### config.mk
export PLATFORM = sky130hd
export DESIGN_NAME = multicycle_control_flat
export DESIGN_NICKNAME = d
export VERILOG_FILES = /design/src/rtl/multicycle_control_if.sv /design/src/rtl/multicycle_control.sv /design/src/flat_wrapper.sv
export SDC_FILE = /design/constraint.sdc
export NUM_CORES = 1
export LEC_CHECK = 0
export CORE_UTILIZATION = 25
export DETAILED_ROUTE_END_ITERATION = 8
export HOLD_SLACK_MARGIN = 0.12
export PLACE_DENSITY = 0.57
export SLEW_MARGIN = 20
export SYNTH_ARGS = -nofsm -noshare
export SYNTH_HDL_FRONTEND = slang
export SYNTH_SLANG_ARGS = --single-unit
### constraint.sdc
create_clock -name clock -period 2.05 [get_ports clock]
set_input_delay 0.615 -clock clock [delete_from_list [all_inputs] [get_ports clock]]
set_output_delay 0.615 -clock clock [all_outputs]
set_load 0.02 [all_outputs]
### src/rtl/multicycle_control_if.sv
// Interface between the multicycle control unit and the datapath.
//   opcode, mem_ready         : from datapath / memory into the controller
//   PCWrite .. ALUSrcA        : 1-bit datapath enables and mux selects
//   ALUSrcB, PCSource, ALUOp  : 2-bit mux selects and ALU operation class
//   illegal_op                : pulse while an unsupported opcode is handled
//   estado                    : current controller state for debug
// master = control unit side, slave = datapath side.
interface multicycle_control_if;
    logic [5:0] opcode;
    logic       mem_ready;
    logic       PCWrite;
    logic       PCWriteCond;
    logic       IorD;
    logic       MemRead;
    logic       MemWrite;
    logic       MemtoReg;
    logic       IRWrite;
    logic       RegWrite;
    logic       RegDst;
    logic       ALUSrcA;
    logic [1:0] ALUSrcB;
    logic [1:0] PCSource;
    logic [1:0] ALUOp;
    logic       illegal_op;
    logic [3:0] estado;

    modport master (
        input  opcode, mem_ready,
        output PCWrite, PCWriteCond, IorD, MemRead, MemWrite, MemtoReg,
               IRWrite, RegWrite, RegDst, ALUSrcA, ALUSrcB, PCSource,
               ALUOp, illegal_op, estado
    );

    modport slave (
        output opcode, mem_ready,
        input  PCWrite, PCWriteCond, IorD, MemRead, MemWrite, MemtoReg,
               IRWrite, RegWrite, RegDst, ALUSrcA, ALUSrcB, PCSource,
               ALUOp, illegal_op, estado
    );
endinterface

### src/rtl/multicycle_control.sv
// Main control unit for the multicycle MIPS-subset datapath.
// Moore FSM sequencing fetch / decode / execute / memory / write-back.
// Ports:
//   clock : rising-edge clock
//   reset : synchronous, active-high; returns the FSM to FETCH
//   bus   : multicycle_control_if.master (opcode, mem_ready in; controls out)
//
// state    | meaning
// ---------+----------------------------------------------
// FETCH  0 | read instruction, PC+4; waits on mem_ready
// DECODE 1 | register read, branch target into ALUOut
// MEMADR 2 | effective address base + imm
// MEMRD  3 | data read; waits on mem_ready
// MEMWB  4 | load data to rt
// MEMWR  5 | data write; waits on mem_ready
// EXEC   6 | R-type ALU op
// RWB    7 | R-type result to rd
// BRANCH 8 | compare, conditional PC update
// JUMP   9 | PC <= jump target
// ILLEG 10 | unsupported opcode, pulse illegal_op
// ADDIEX11 | rs + imm
// ADDIWB12 | result to rt
module multicycle_control #(
    parameter logic [5:0] OP_RTYPE = 6'b000000,
    parameter logic [5:0] OP_LW    = 6'b100011,
    parameter logic [5:0] OP_SW    = 6'b101011,
    parameter logic [5:0] OP_BEQ   = 6'b000100,
    parameter logic [5:0] OP_J     = 6'b000010,
    parameter logic [5:0] OP_ADDI  = 6'b001000
) (
    input  logic                        clock,
    input  logic                        reset,
    multicycle_control_if.master        bus
);

    typedef enum logic [3:0] {
        S_FETCH   = 4'd0,
        S_DECODE  = 4'd1,
        S_MEMADR  = 4'd2,
        S_MEMRD   = 4'd3,
        S_MEMWB   = 4'd4,
        S_MEMWR   = 4'd5,
        S_EXEC    = 4'd6,
        S_RWB     = 4'd7,
        S_BRANCH  = 4'd8,
        S_JUMP    = 4'd9,
        S_ILLEGAL = 4'd10,
        S_ADDIEX  = 4'd11,
        S_ADDIWB  = 4'd12
    } state_t;

    state_t state;
    state_t next_state;

    always_ff @(posedge clock) begin
        if (reset) state <= S_FETCH;
        else       state <= next_state;
    end

    assign bus.estado = state;

    always_comb begin
        next_state      = S_FETCH;
        bus.PCWrite     = 1'b0;
        bus.PCWriteCond = 1'b0;
        bus.IorD        = 1'b0;
        bus.MemRead     = 1'b0;
        bus.MemWrite    = 1'b0;
        bus.MemtoReg    = 1'b0;
        bus.IRWrite     = 1'b0;
        bus.RegWrite    = 1'b0;
        bus.RegDst      = 1'b0;
        bus.ALUSrcA     = 1'b0;
        bus.ALUSrcB     = 2'b00;
        bus.PCSource    = 2'b00;
        bus.ALUOp       = 2'b00;
        bus.illegal_op  = 1'b0;

        case (state)
            S_FETCH: begin
                bus.MemRead = 1'b1;
                bus.ALUSrcB = 2'b01;
                // IR and PC only capture once the instruction word has arrived
                bus.IRWrite = bus.mem_ready;
                bus.PCWrite = bus.mem_ready;
                next_state  = bus.mem_ready ? S_DECODE : S_FETCH;
            end
            S_DECODE: begin
                bus.ALUSrcB = 2'b11;
                case (bus.opcode)
                    OP_LW, OP_SW: next_state = S_MEMADR;
                    OP_RTYPE:     next_state = S_EXEC;
                    OP_BEQ:       next_state = S_BRANCH;
                    OP_J:         next_state = S_JUMP;
                    OP_ADDI:      next_state = S_ADDIEX;
                    default:      next_state = S_ILLEGAL;
                endcase
            end
            S_MEMADR: begin
                bus.ALUSrcA = 1'b1;
                bus.ALUSrcB = 2'b10;
                next_state  = (bus.opcode == OP_LW) ? S_MEMRD : S_MEMWR;
            end
            S_MEMRD: begin
                bus.MemRead = 1'b1;
                bus.IorD    = 1'b1;
                next_state  = bus.mem_ready ? S_MEMWB : S_MEMRD;
            end
            S_MEMWB: begin
                bus.MemtoReg = 1'b1;
                bus.RegWrite = 1'b1;
            end
            S_MEMWR: begin
                bus.MemWrite = 1'b1;
                bus.IorD     = 1'b1;
                next_state   = bus.mem_ready ? S_FETCH : S_MEMWR;
            end
            S_EXEC: begin
                bus.ALUSrcA = 1'b1;
                bus.ALUOp   = 2'b10;
                next_state  = S_RWB;
            end
            S_RWB: begin
                bus.RegDst   = 1'b1;
                bus.RegWrite = 1'b1;
            end
            S_BRANCH: begin
                bus.ALUSrcA     = 1'b1;
                bus.ALUOp       = 2'b01;
                bus.PCWriteCond = 1'b1;
                bus.PCSource    = 2'b01;
            end
            S_JUMP: begin
                bus.PCWrite  = 1'b1;
                bus.PCSource = 2'b10;
            end
            S_ILLEGAL: begin
                bus.illegal_op = 1'b1;
            end
            S_ADDIEX: begin
                bus.ALUSrcA = 1'b1;
                bus.ALUSrcB = 2'b10;
                next_state  = S_ADDIWB;
            end
            S_ADDIWB: begin
                bus.RegWrite = 1'b1;
            end
            // Unreachable encodings: all outputs stay 0, recover to FETCH.
            default: next_state = S_FETCH;
        endcase
    end

endmodule

### src/flat_wrapper.sv
// flat-port wrapper written by rule: the top's interface ports become plain ports
module multicycle_control_flat 
#(
    parameter logic [5:0] OP_RTYPE = 6'b000000,
    parameter logic [5:0] OP_LW    = 6'b100011,
    parameter logic [5:0] OP_SW    = 6'b101011,
    parameter logic [5:0] OP_BEQ   = 6'b000100,
    parameter logic [5:0] OP_J     = 6'b000010,
    parameter logic [5:0] OP_ADDI  = 6'b001000
)
  (clock, reset, bus_opcode, bus_mem_ready, bus_PCWrite, bus_PCWriteCond, bus_IorD, bus_MemRead, bus_MemWrite, bus_MemtoReg, bus_IRWrite, bus_RegWrite, bus_RegDst, bus_ALUSrcA, bus_ALUSrcB, bus_PCSource, bus_ALUOp, bus_illegal_op, bus_estado);
  multicycle_control_if bus_i ();
  input  logic clock;
  input  logic reset;
  input wire logic [$bits(bus_i.opcode)-1:0] bus_opcode;
  input wire logic [$bits(bus_i.mem_ready)-1:0] bus_mem_ready;
  output wire logic [$bits(bus_i.PCWrite)-1:0] bus_PCWrite;
  output wire logic [$bits(bus_i.PCWriteCond)-1:0] bus_PCWriteCond;
  output wire logic [$bits(bus_i.IorD)-1:0] bus_IorD;
  output wire logic [$bits(bus_i.MemRead)-1:0] bus_MemRead;
  output wire logic [$bits(bus_i.MemWrite)-1:0] bus_MemWrite;
  output wire logic [$bits(bus_i.MemtoReg)-1:0] bus_MemtoReg;
  output wire logic [$bits(bus_i.IRWrite)-1:0] bus_IRWrite;
  output wire logic [$bits(bus_i.RegWrite)-1:0] bus_RegWrite;
  output wire logic [$bits(bus_i.RegDst)-1:0] bus_RegDst;
  output wire logic [$bits(bus_i.ALUSrcA)-1:0] bus_ALUSrcA;
  output wire logic [$bits(bus_i.ALUSrcB)-1:0] bus_ALUSrcB;
  output wire logic [$bits(bus_i.PCSource)-1:0] bus_PCSource;
  output wire logic [$bits(bus_i.ALUOp)-1:0] bus_ALUOp;
  output wire logic [$bits(bus_i.illegal_op)-1:0] bus_illegal_op;
  output wire logic [$bits(bus_i.estado)-1:0] bus_estado;
  assign bus_i.opcode = bus_opcode;
  assign bus_i.mem_ready = bus_mem_ready;
  assign bus_PCWrite = bus_i.PCWrite;
  assign bus_PCWriteCond = bus_i.PCWriteCond;
  assign bus_IorD = bus_i.IorD;
  assign bus_MemRead = bus_i.MemRead;
  assign bus_MemWrite = bus_i.MemWrite;
  assign bus_MemtoReg = bus_i.MemtoReg;
  assign bus_IRWrite = bus_i.IRWrite;
  assign bus_RegWrite = bus_i.RegWrite;
  assign bus_RegDst = bus_i.RegDst;
  assign bus_ALUSrcA = bus_i.ALUSrcA;
  assign bus_ALUSrcB = bus_i.ALUSrcB;
  assign bus_PCSource = bus_i.PCSource;
  assign bus_ALUOp = bus_i.ALUOp;
  assign bus_illegal_op = bus_i.illegal_op;
  assign bus_estado = bus_i.estado;
  multicycle_control #(.OP_RTYPE(OP_RTYPE), .OP_LW(OP_LW), .OP_SW(OP_SW), .OP_BEQ(OP_BEQ), .OP_J(OP_J), .OP_ADDI(OP_ADDI)) u_core (.clock(clock), .reset(reset), .bus(bus_i));
endmodule
# Word level (Yosys, flattened, before mapping)
# Index checks and enable logic that the tools add are counted.
# word_totals
in_bits	9
register_bits	4
word_cells	46
out_inout_bits	21
# op_classes
n_eq_ne	17
n_mux	20
n_reduce_logical	8
# ops
op	n
case mux 4 bit (7 select lines)	1
equality test 4 bit, second input constant	5
case mux 4 bit (5 select lines)	1
equality test 4 x 3 -> 1 bit, second input constant	4
equality test 6 bit, second input constant	2
2-to-1 mux 1 bit	11
2-to-1 mux 3 bit	3
equality test 4 x 2 -> 1 bit, second input constant	2
case mux 2 bit (2 select lines)	2
OR reduction 2 bit	4
equality test 6 x 2 -> 1 bit, second input constant	1
equality test 6 x 3 -> 1 bit, second input constant	1
equality test 6 x 4 -> 1 bit, second input constant	1
zero test 6 bit	1
case mux 2 bit (3 select lines)	1
equality test 4 x 1 -> 1 bit, second input constant	1
zero test 4 bit	1
OR reduction 4 bit	1
OR reduction 3 bit	1
case mux 1 bit (2 select lines)	1

# Logic depth before layout (Yosys ltp)
# Gate-level depths: netlist (run 1).
# depth
word_depth	4
depth_mapped	6
depth_no_buf	4

# Worst setup path before layout (run 1)
# No wires, ideal clock.
# synth_path
path_kind	register to output
from	register u_core.state[1] (netlist: u_core.bus.estado[1])
to	output port bus_ALUOp[0]
stages_incl_launch_ff	5
arrival_ns	1.739
setup_slack_ns	-0.304
path_buffers	3
cell_sequence	dfxtp_1 -> clkbuf_1 -> buf_1 -> nor3_1 -> buf_4
# synth_via
elab_chain_cells	2
word_cells_on_any_way	3
# synth_rtl
item	line_no	rtl
start: declaration	multicycle_control.sv:52	state_t state;
start signal: assignment	multicycle_control.sv:57	else state <= next_state;
equality test 4 bit / equality test 4 x 3 -> 1 bit (equally long branches)	multicycle_control.sv:79	case (state)
case mux 2 bit (2 select lines) *	multicycle_control.sv:79	
end: declaration	flat_wrapper.sv:29	output wire logic [$bits(bus_i.ALUOp)-1:0] bus_ALUOp;
# Every way passes the cells marked *; elsewhere a longest branch is shown, timed or not.

# Final worst setup path (run 1)
# layout_path
from	input port bus_opcode[2]
to	register u_core.state[1] (netlist: u_core.bus.estado[1])
# layout_via
elab_chain_cells	4
word_cells_on_any_way	10
# layout_rtl
item	line_no	rtl
start: declaration	flat_wrapper.sv:15	input wire logic [$bits(bus_i.opcode)-1:0] bus_opcode;
equality test 6 bit (on tied branches)	multicycle_control.sv:90, multicycle_control.sv:102	
OR reduction 2 bit	multicycle_control.sv:90	case (bus.opcode)
case mux 4 bit (5 select lines)	multicycle_control.sv:90	
case mux 4 bit (7 select lines) *	multicycle_control.sv:79	
# Marks and branches as above.
# A chain may end at the register's enable or synchronous reset.

==> results.py, run 1 <==
metrics = {
    "status": {
        "outcome": "complete, but fails checks",
        "violations": "setup timing",
    },
    "placement": {
        "gp_congestion": 0.8516,
        "dp_hpwl_mm": 1.372,
        "placed_area_um2": 1055,
        "io_buffer_count": 29,
    },
    "critical_path": {
        "endpoint_kind": "flip-flop",
        "cp_data_required_time_ns": 2.21,
        "start_kind": "primary input",
        "cp_max_fo": 2,
        "crit_type": "primary input to flip-flop",
        "worstPathArrival_ns": 2.21,
    },
    "final_layout": {
        "drive_above_1_share_pct": 36.30,
        "diodes": 0,
        "fin_area_um2": 1080,
        "largest_register_ff_count": 4,
        "area_growth_syn_to_layout_pct": 101.2,
        "utilization_pct": 54.48,
        "final_net_count": 146,
    },
    "yosys": {
        "yosysUniqueCellTypes": 31,
        "post_synth_main_area_contributors": "dfxtp_1 15%, nor2_1 13%, nor3_1 6.5%",
        "ys.flop_type": "dfxtp_1",
        "synth_top_area_share_pct": 14.92,
        "synth_area_per_cell_um2": 6.315,
        "netlist_area_um2": 536.8,
        "synth-async-reset-ratio_pct": 0,
        "ys_seq_elements": 4,
        "yosysTopAreaCell": "dfxtp_1",
        "netlist_instances": 85,
        "synth_commonest_cells": "19 x nor2_1, 7 x nor3_1, 6 x a21oi_1, 5 x nand2b_1",
        "synthMostInstantiatedCell": "nor2_1",
        "synth-seq-area-share_pct": 14.92,
        "synth_edf_count": 0,
        "synth-warning-count": 0,
        "synthesis.nets": 94,
    },
    "routing": {
        "dr.pass1.iters": 4,
        "drt_iter0_markers": 20,
        "wl_per_cell_um": 11.67,
        "viasPerCell": 4.790,
        "routed_wl_mm": 1.891,
        "num_vias": 776,
        "drc_errors": 0,
        "ant_nets": 0,
    },
    "timing": {
        "final_max_slew_viol_count": 0,
        "tightest_slew_ns": 0.4976,
        "finClkSkew_ns": 0.005312,
        "slew_headroom_pct": 66.68,
        "fin_ws_ns": -0.0003964,
        "fmax_mhz": 487.7,
        "period_needed_ns": 2.050,
        "setup_viol": 1,
        "hold_violations": 0,
        "finalCritPeriodShare_pct": 100.0,
    },
    "die": {
        "num_rows": 16,
        "die_y_um": 48.34,
        "chipWidth_um": 48.34,
        "die_area_um2": 2336,
        "core_area_um2": 1982,
        "start_util_pct": 27.08,
        "io-pin-count": 30,
    },
    "grt": {
        "grt_pass1_vias": 760,
        "grt_max_degree": 19,
        "grt.total_usage_pct": 17.03,
        "antenna_found_initial": 0,
        "grt.overflow.total": 0,
        "grt_pass1_wl_mm": 3.153,
    },
    "pwr": {
        "p_leak_nw": 0.5245,
        "p_total_mw": 1.067,
        "peakVddDrop_v": 0.0004779,
        "cellPowerDensity_nw_per_um2": 988.5,
    },
    "min_path": {
        "hold_path_class": "flip-flop to flip-flop",
    },
    "clock_tree": {
        "cts_max_level": 1,
        "clkLatencyLatePin_ns": 0.24,
        "cts.clk_slew.worst_paths_ns": 0.04,
        "cts_hold_repair.buffers": 0,
        "cts_root_buf": "clkbuf_4",
        "clock_path_buffers": 2,
        "cts_tree": "yes",
        "clkSinkCount": 4,
        "cts_buffers": 3,
    },
    "flow_run": {
        "drv_cap": 0,
    },
}
==> worst max-delay path: stages <==
cell and delay, ns:
clkdlybuf4s50_1 0.41, or4_4 0.43, or4_4 0.55, a31oi_4 0.20
==> final cells by class <==
class / count / area (um2)
Sequential cell: 4 / 81.33
Timing Repair Buffer: 55 / 471.7
Fill cell: 203 / 902.1
Clock buffer: 3 / 22.52
Inverter: 3 / 11.26
Tap cell: 27 / 33.78
Multi-Input combinational cell: 70 / 459.2
==> where the power goes <==
group / switching [mW] / leakage (nW) / internal [mW]
Combinational: 0.453 / 0.478 / 0.383
Sequential: 0.0287 / 0.0331 / 0.0998
Clock: 0.0368 / 0.0138 / 0.0658
==> path summary, 6_finish.rpt <==
kind,startpoint,to,slack (ns),cells after the start
hold reg to reg,u_core.bus.estado[3],u_core.bus.estado[0],0.79,3
setup reg to reg,u_core.bus.estado[2],u_core.bus.estado[0],0.51,6
hold / removal,u_core.bus.estado[3],u_core.bus.estado[0],0.79,3
setup / recovery,bus_opcode[2],u_core.bus.estado[1],-0.0004,4
==> per-stage QoR <==
stage | hold WS [ns] | setup TNS [ns] | cells | setup WS, ns
2_1_floorplan | 0.7061 | 0 | 85 | 0.07558
3_3_place_gp | 0.8033 | -1.602 | 158 | -0.5966
3_5_place_dp | 0.7757 | -1.742 | 158 | -0.6376
4_1_cts | 0.7878 | 0 | 161 | 0.01218
5_1_grt | 0.8323 | -0.01340 | 162 | -0.01340
6_report | 0.7883 | -0.0003964 | 162 | -0.0003964
==> timing repair <==
action,4_1_cts,5_1_grt
endpoints found under the hold margin,0,0
pin swaps,0,4
setup endpoints to repair,20,11
setup buffers,0,1
gates resized for setup,33,24
gates cloned,0,0
==> metal layers <==
layer | track usage, % | up-vias | part of all wire, %
met5 | 0 | - | 0
met4 | 7.353 | 0 | 1.0
met3 | 3.459 | 3 | 4.6
met2 | 32.39 | 28 | 52
met1 | 17.90 | 343 | 43
li1 | - | 402 | -
==> placed cells by master, fill, tap and decap left out, drive strengths merged, types with 2 or more instances in the layout <==
master	count
o21ai	3
nand2b	5
nor3	7
nand3	2
or3	2
clkdlybuf4s50	4
and3	3
inv	3
dlygate4sd2	10
a21oi	6
xnor2	4
or4	2
nor2	19
dfxtp	4
clkbuf	9
dlymetal6s2s	5
buf	29
nor2b	2
nand2	2
==> kinds of logic after synthesis <==
| family | count (synthesis) | share of synthesized area (%) |
|---|---|---|
| xor gates and xnor gates | 4 | 6.526 |
| muxes | 1 | 1.865 |
| and+or+nand+nor | 46 | 44.05 |
| AOI/OAI and AO/OA | 19 | 23.55 |
| DFF | 4 | 14.92 |
| buffers and inverters | 11 | 9.090 |
(Power assumes the default switching activity.)
==> run 2, diff against run 1 <==
Settings changed: ABC_AREA from default to 1, PLACE_DENSITY 0.57 to 0.62.
Clock period 2.05 ns to 1.8 ns, I/O delays scaled along.
==> run 2 against run 1 <==
Against the previous run: the run now ends clean; cell area is 18% lower; setup slack better by 0.049 ns; final cell count decreased by 3.7%; hold slack worse by 0.025 ns; sequential share of layout area is 2.3 points higher; register-to-register slack worse by 0.08 ns; global-route usage is 1.2 points lower; sequential power decreased by 11%; wire length fell by 22%; sequential cell count unchanged; synthesized cell count shrank 1.2%; critical endpoint is now bus_PCWrite; largest cell class is now multi-input combinational cells.
==> results.py, run 2 <==
metrics = {
    "status": {
        "outcome": "complete, no violations",
    },
    "min_path": {
        "min_from": "u_core.bus.estado[1]",
        "hold_path_depth": 5,
        "hold_end": "u_core.bus.estado[3]",
        "hold_path_class": "flip-flop to flip-flop",
    },
    "clock_tree": {
        "clkLatencyLatePin_ns": 0.23,
        "cts_buffers": 3,
        "cts_hold_repair.buffers": 0,
        "cts_root_buf": "clkbuf_4",
        "cts_tree": "yes",
        "cts.clk_slew.worst_paths_ns": 0.04,
        "clock_path_buffers": 2,
        "clkSinkCount": 4,
        "cts_max_level": 1,
    },
    "yosys": {
        "yosysTopAreaCell": "dfxtp_1",
        "synth.mux.area_fraction_pct": 0,
        "yosysUniqueCellTypes": 18,
        "synth_edf_count": 0,
        "synth_top_area_share_pct": 17.16,
        "synth_area_per_cell_um2": 5.556,
        "synthMostInstantiatedCell": "nor2_1",
        "ys.flop_type": "dfxtp_1",
        "netlist_area_um2": 466.7,
        "synth-xor-area-share_pct": 0,
        "synth_top_family_by_area": "simple AND/OR/NAND/NOR gates",
        "synth-async-reset-ratio_pct": 0,
        "netlist_instances": 84,
        "synth_commonest_cells": "19 x nor2_1, 12 x nand2_1, 9 x inv_1, 8 x nand3_1, 6 x inv_2",
        "ys_seq_elements": 4,
        "synth-seq-area-share_pct": 17.16,
        "synth_compound_area_share_pct": 12.60,
        "synth_simple_gate_area_share_pct": 54.16,
        "synth-warning-count": 0,
        "post_synth_main_area_contributors": "dfxtp_1 17%, nor2_1 15%, nand2_1 9.7%",
        "synthAdderAreaFrac_pct": 0,
        "synthesis.nets": 93,
    },
    "die": {
        "start_util_pct": 26.74,
        "num_rows": 15,
        "chipWidth_um": 45.21,
        "die_area_um2": 2043,
        "io-pin-count": 30,
        "core_area_um2": 1745,
        "die_y_um": 45.21,
    },
    "timing": {
        "rsz0062_at_grt": "true",
        "setup_viol": 0,
        "hold_violations": 0,
        "fmax_mhz": 570.9,
        "finalCritPeriodShare_pct": 97.32,
        "final_max_slew_viol_count": 0,
        "finClkSkew_ns": 0.003914,
        "slew_headroom_pct": 82.69,
        "tightest_slew_ns": 0.2588,
        "period_needed_ns": 1.752,
    },
    "final_layout": {
        "fin_area_um2": 888.4,
        "largest_register_ff_count": 4,
        "nFillCells": 186,
        "mostFrequentLayoutCell": "buf_4",
        "final_cell_mix": "21 x buf_4, 16 x nor2_1, 10 x nand2_1",
        "diodes": 0,
        "area_growth_syn_to_layout_pct": 90.35,
        "final_net_count": 142,
        "drive_above_1_share_pct": 49.62,
    },
    "grt": {
        "antenna_found_initial": 0,
        "grt.overflow.total": 0,
        "grt_pass1_vias": 570,
        "grt.total_usage_pct": 15.85,
        "grt_max_degree": 6,
        "grt_pass1_wl_mm": 2.366,
    },
    "critical_path": {
        "crit_type": "flip-flop to output port",
        "cp_cell_sequence": "inv_2 -> nand2_1 -> nor2_2 -> nand2_2 -> o21ai_0 -> buf_2",
        "start_kind": "flip-flop",
        "slowest_delay_ns": 0.34,
        "r2r-start": "u_core.bus.estado[3]",
        "endpoint_kind": "output port",
        "cp_max_fo": 4,
        "reg2reg_slack_ns": 0.43,
        "cp.buffers_inverters": 2,
        "timing.rr.end": "u_core.bus.estado[2]",
        "worstPathArrival_ns": 1.21,
        "cp_data_required_time_ns": 1.26,
        "r2r_cells": 10,
        "cp_top_family": "flip-flops",
        "crit_slowest_cell": "dfxtp_2",
    },
    "routing": {
        "drc_errors": 0,
        "wl_per_cell_um": 9.404,
        "top_layer": "met3",
        "viasPerCell": 4.295,
        "ant_nets": 0,
        "num_vias": 670,
        "route.met2.wl_um": 749,
        "met3_length_um": 85,
        "dr.pass1.iters": 4,
        "drt-met1-wl_um": 632,
        "drt_iter0_markers": 4,
        "routed_wl_mm": 1.467,
    },
    "placement": {
        "io_buffer_count": 29,
        "gp_congestion": 0.8706,
        "placed_area_um2": 895.9,
        "dp_hpwl_mm": 1.214,
    },
    "pwr": {
        "cellPowerDensity_nw_per_um2": 605.2,
        "peakVddDrop_v": 0.0002434,
        "p_total_mw": 0.5376,
        "p_leak_nw": 0.4462,
    },
    "flow_run": {
        "drv_cap": 0,
    },
}
==> run 2: changes by cell type after synthesis, sizes merged, moves of 5 or more <==
| cell | previous run | this run |
|---|---|---|
| nand2 | 2 | 16 |
| nor3 | 7 | 0 |
| nand2b | 5 | 0 |
| nand3 | 2 | 8 |
| inv | 3 | 15 |
| nor2 | 19 | 26 |
==> run 2: logic make-up (layout without fill, tap and decap cells) <==
family                 Yosys count  count (layout)
and+or+nand+nor                 52              52
AOI/OAI and AO/OA               10              10
DFF                              4               4
buffers and inverters           18              65
==> run 2: power breakdown <==
group / switching [mW] / total [mW] / internal [mW]
Clock: 0.0326 / 0.107 / 0.0743
Sequential: 0.0142 / 0.114 / 0.0995
Combinational: 0.182 / 0.317 / 0.135
Total: 0.229 / 0.538 / 0.308
==> run 2: worst max-delay path by stage <==
stage	startpoint	end	slack [ns]	cells past startpoint
detailed placement	bus_mem_ready	bus_PCWrite	-0.56	4
global placement	bus_mem_ready	bus_PCWrite	-0.54	4
CTS	u_core.bus.estado[2]	bus_PCWrite	-0.13	6
floorplan	u_core.bus.estado[2]	bus_IorD	0.07	2
global route	u_core.bus.estado[0]	bus_PCWrite	-0.06	6
finish	u_core.bus.estado[0]	bus_PCWrite	0.05	6
==> run 2: through the flow <==
stage | utilization (%) | TNS, ns | hold slack (ns) | instances | worst slack [ns]
final | 50.90 | 0 | 0.7629 | 156 | 0.04827
after global routing | 50.90 | -0.1329 | 0.7817 | 156 | -0.05533
after CTS | 50.47 | -0.2411 | 0.7539 | 155 | -0.1345
after detailed placement | 51.33 | -3.086 | 0.7796 | 152 | -0.5580
after global placement | 51.33 | -2.839 | 0.7715 | 152 | -0.5445
after floorplan | - | 0 | 0.6024 | 84 | 0.07011
==> run 2: cell type report <==
cell class / count / area (um2) / area share, %
multi-input cells: 62 / 344.1 / 38.73
well taps: 25 / 31.28 / 3.521
inverters: 16 / 60.06 / 6.761
repair buffers: 46 / 342.8 / 38.59
flip-flops and latches: 4 / 87.58 / 9.859
clock buffers: 3 / 22.52 / 2.535
==> run 2: worst register-to-register path: stages (launching register included) <==
cell	delay [ns]
dfxtp_2	0.33
buf_4	0.14
inv_2	0.06
nand2_4	0.07
buf_4	0.15
nor2_4	0.10
buf_4	0.12
nand2_1	0.06
o211ai_1	0.11
nor2_1	0.07
nor2_1	0.09
==> run 2: repair_timing <==
action / 4_1_cts / 5_1_grt
pin swaps: 0 / 1
resized for setup: 68 / 22
endpoints found under the setup margin: 21 / 14
buffers inserted: 0 / 1
==> run 2: per-layer routing <==
layer,vias to the layer above,track usage (%)
met1,280,18.27
met4,0,3.636
met3,0,3.600
li1,361,-
met2,29,29.28
met5,-,0
==> run 3, diff against run 2 <==
Settings changed: CORE_MARGIN from default to 1.
==> results of run 3 <==
The final DEF is identical to that of run 2; final timing and power are the same.
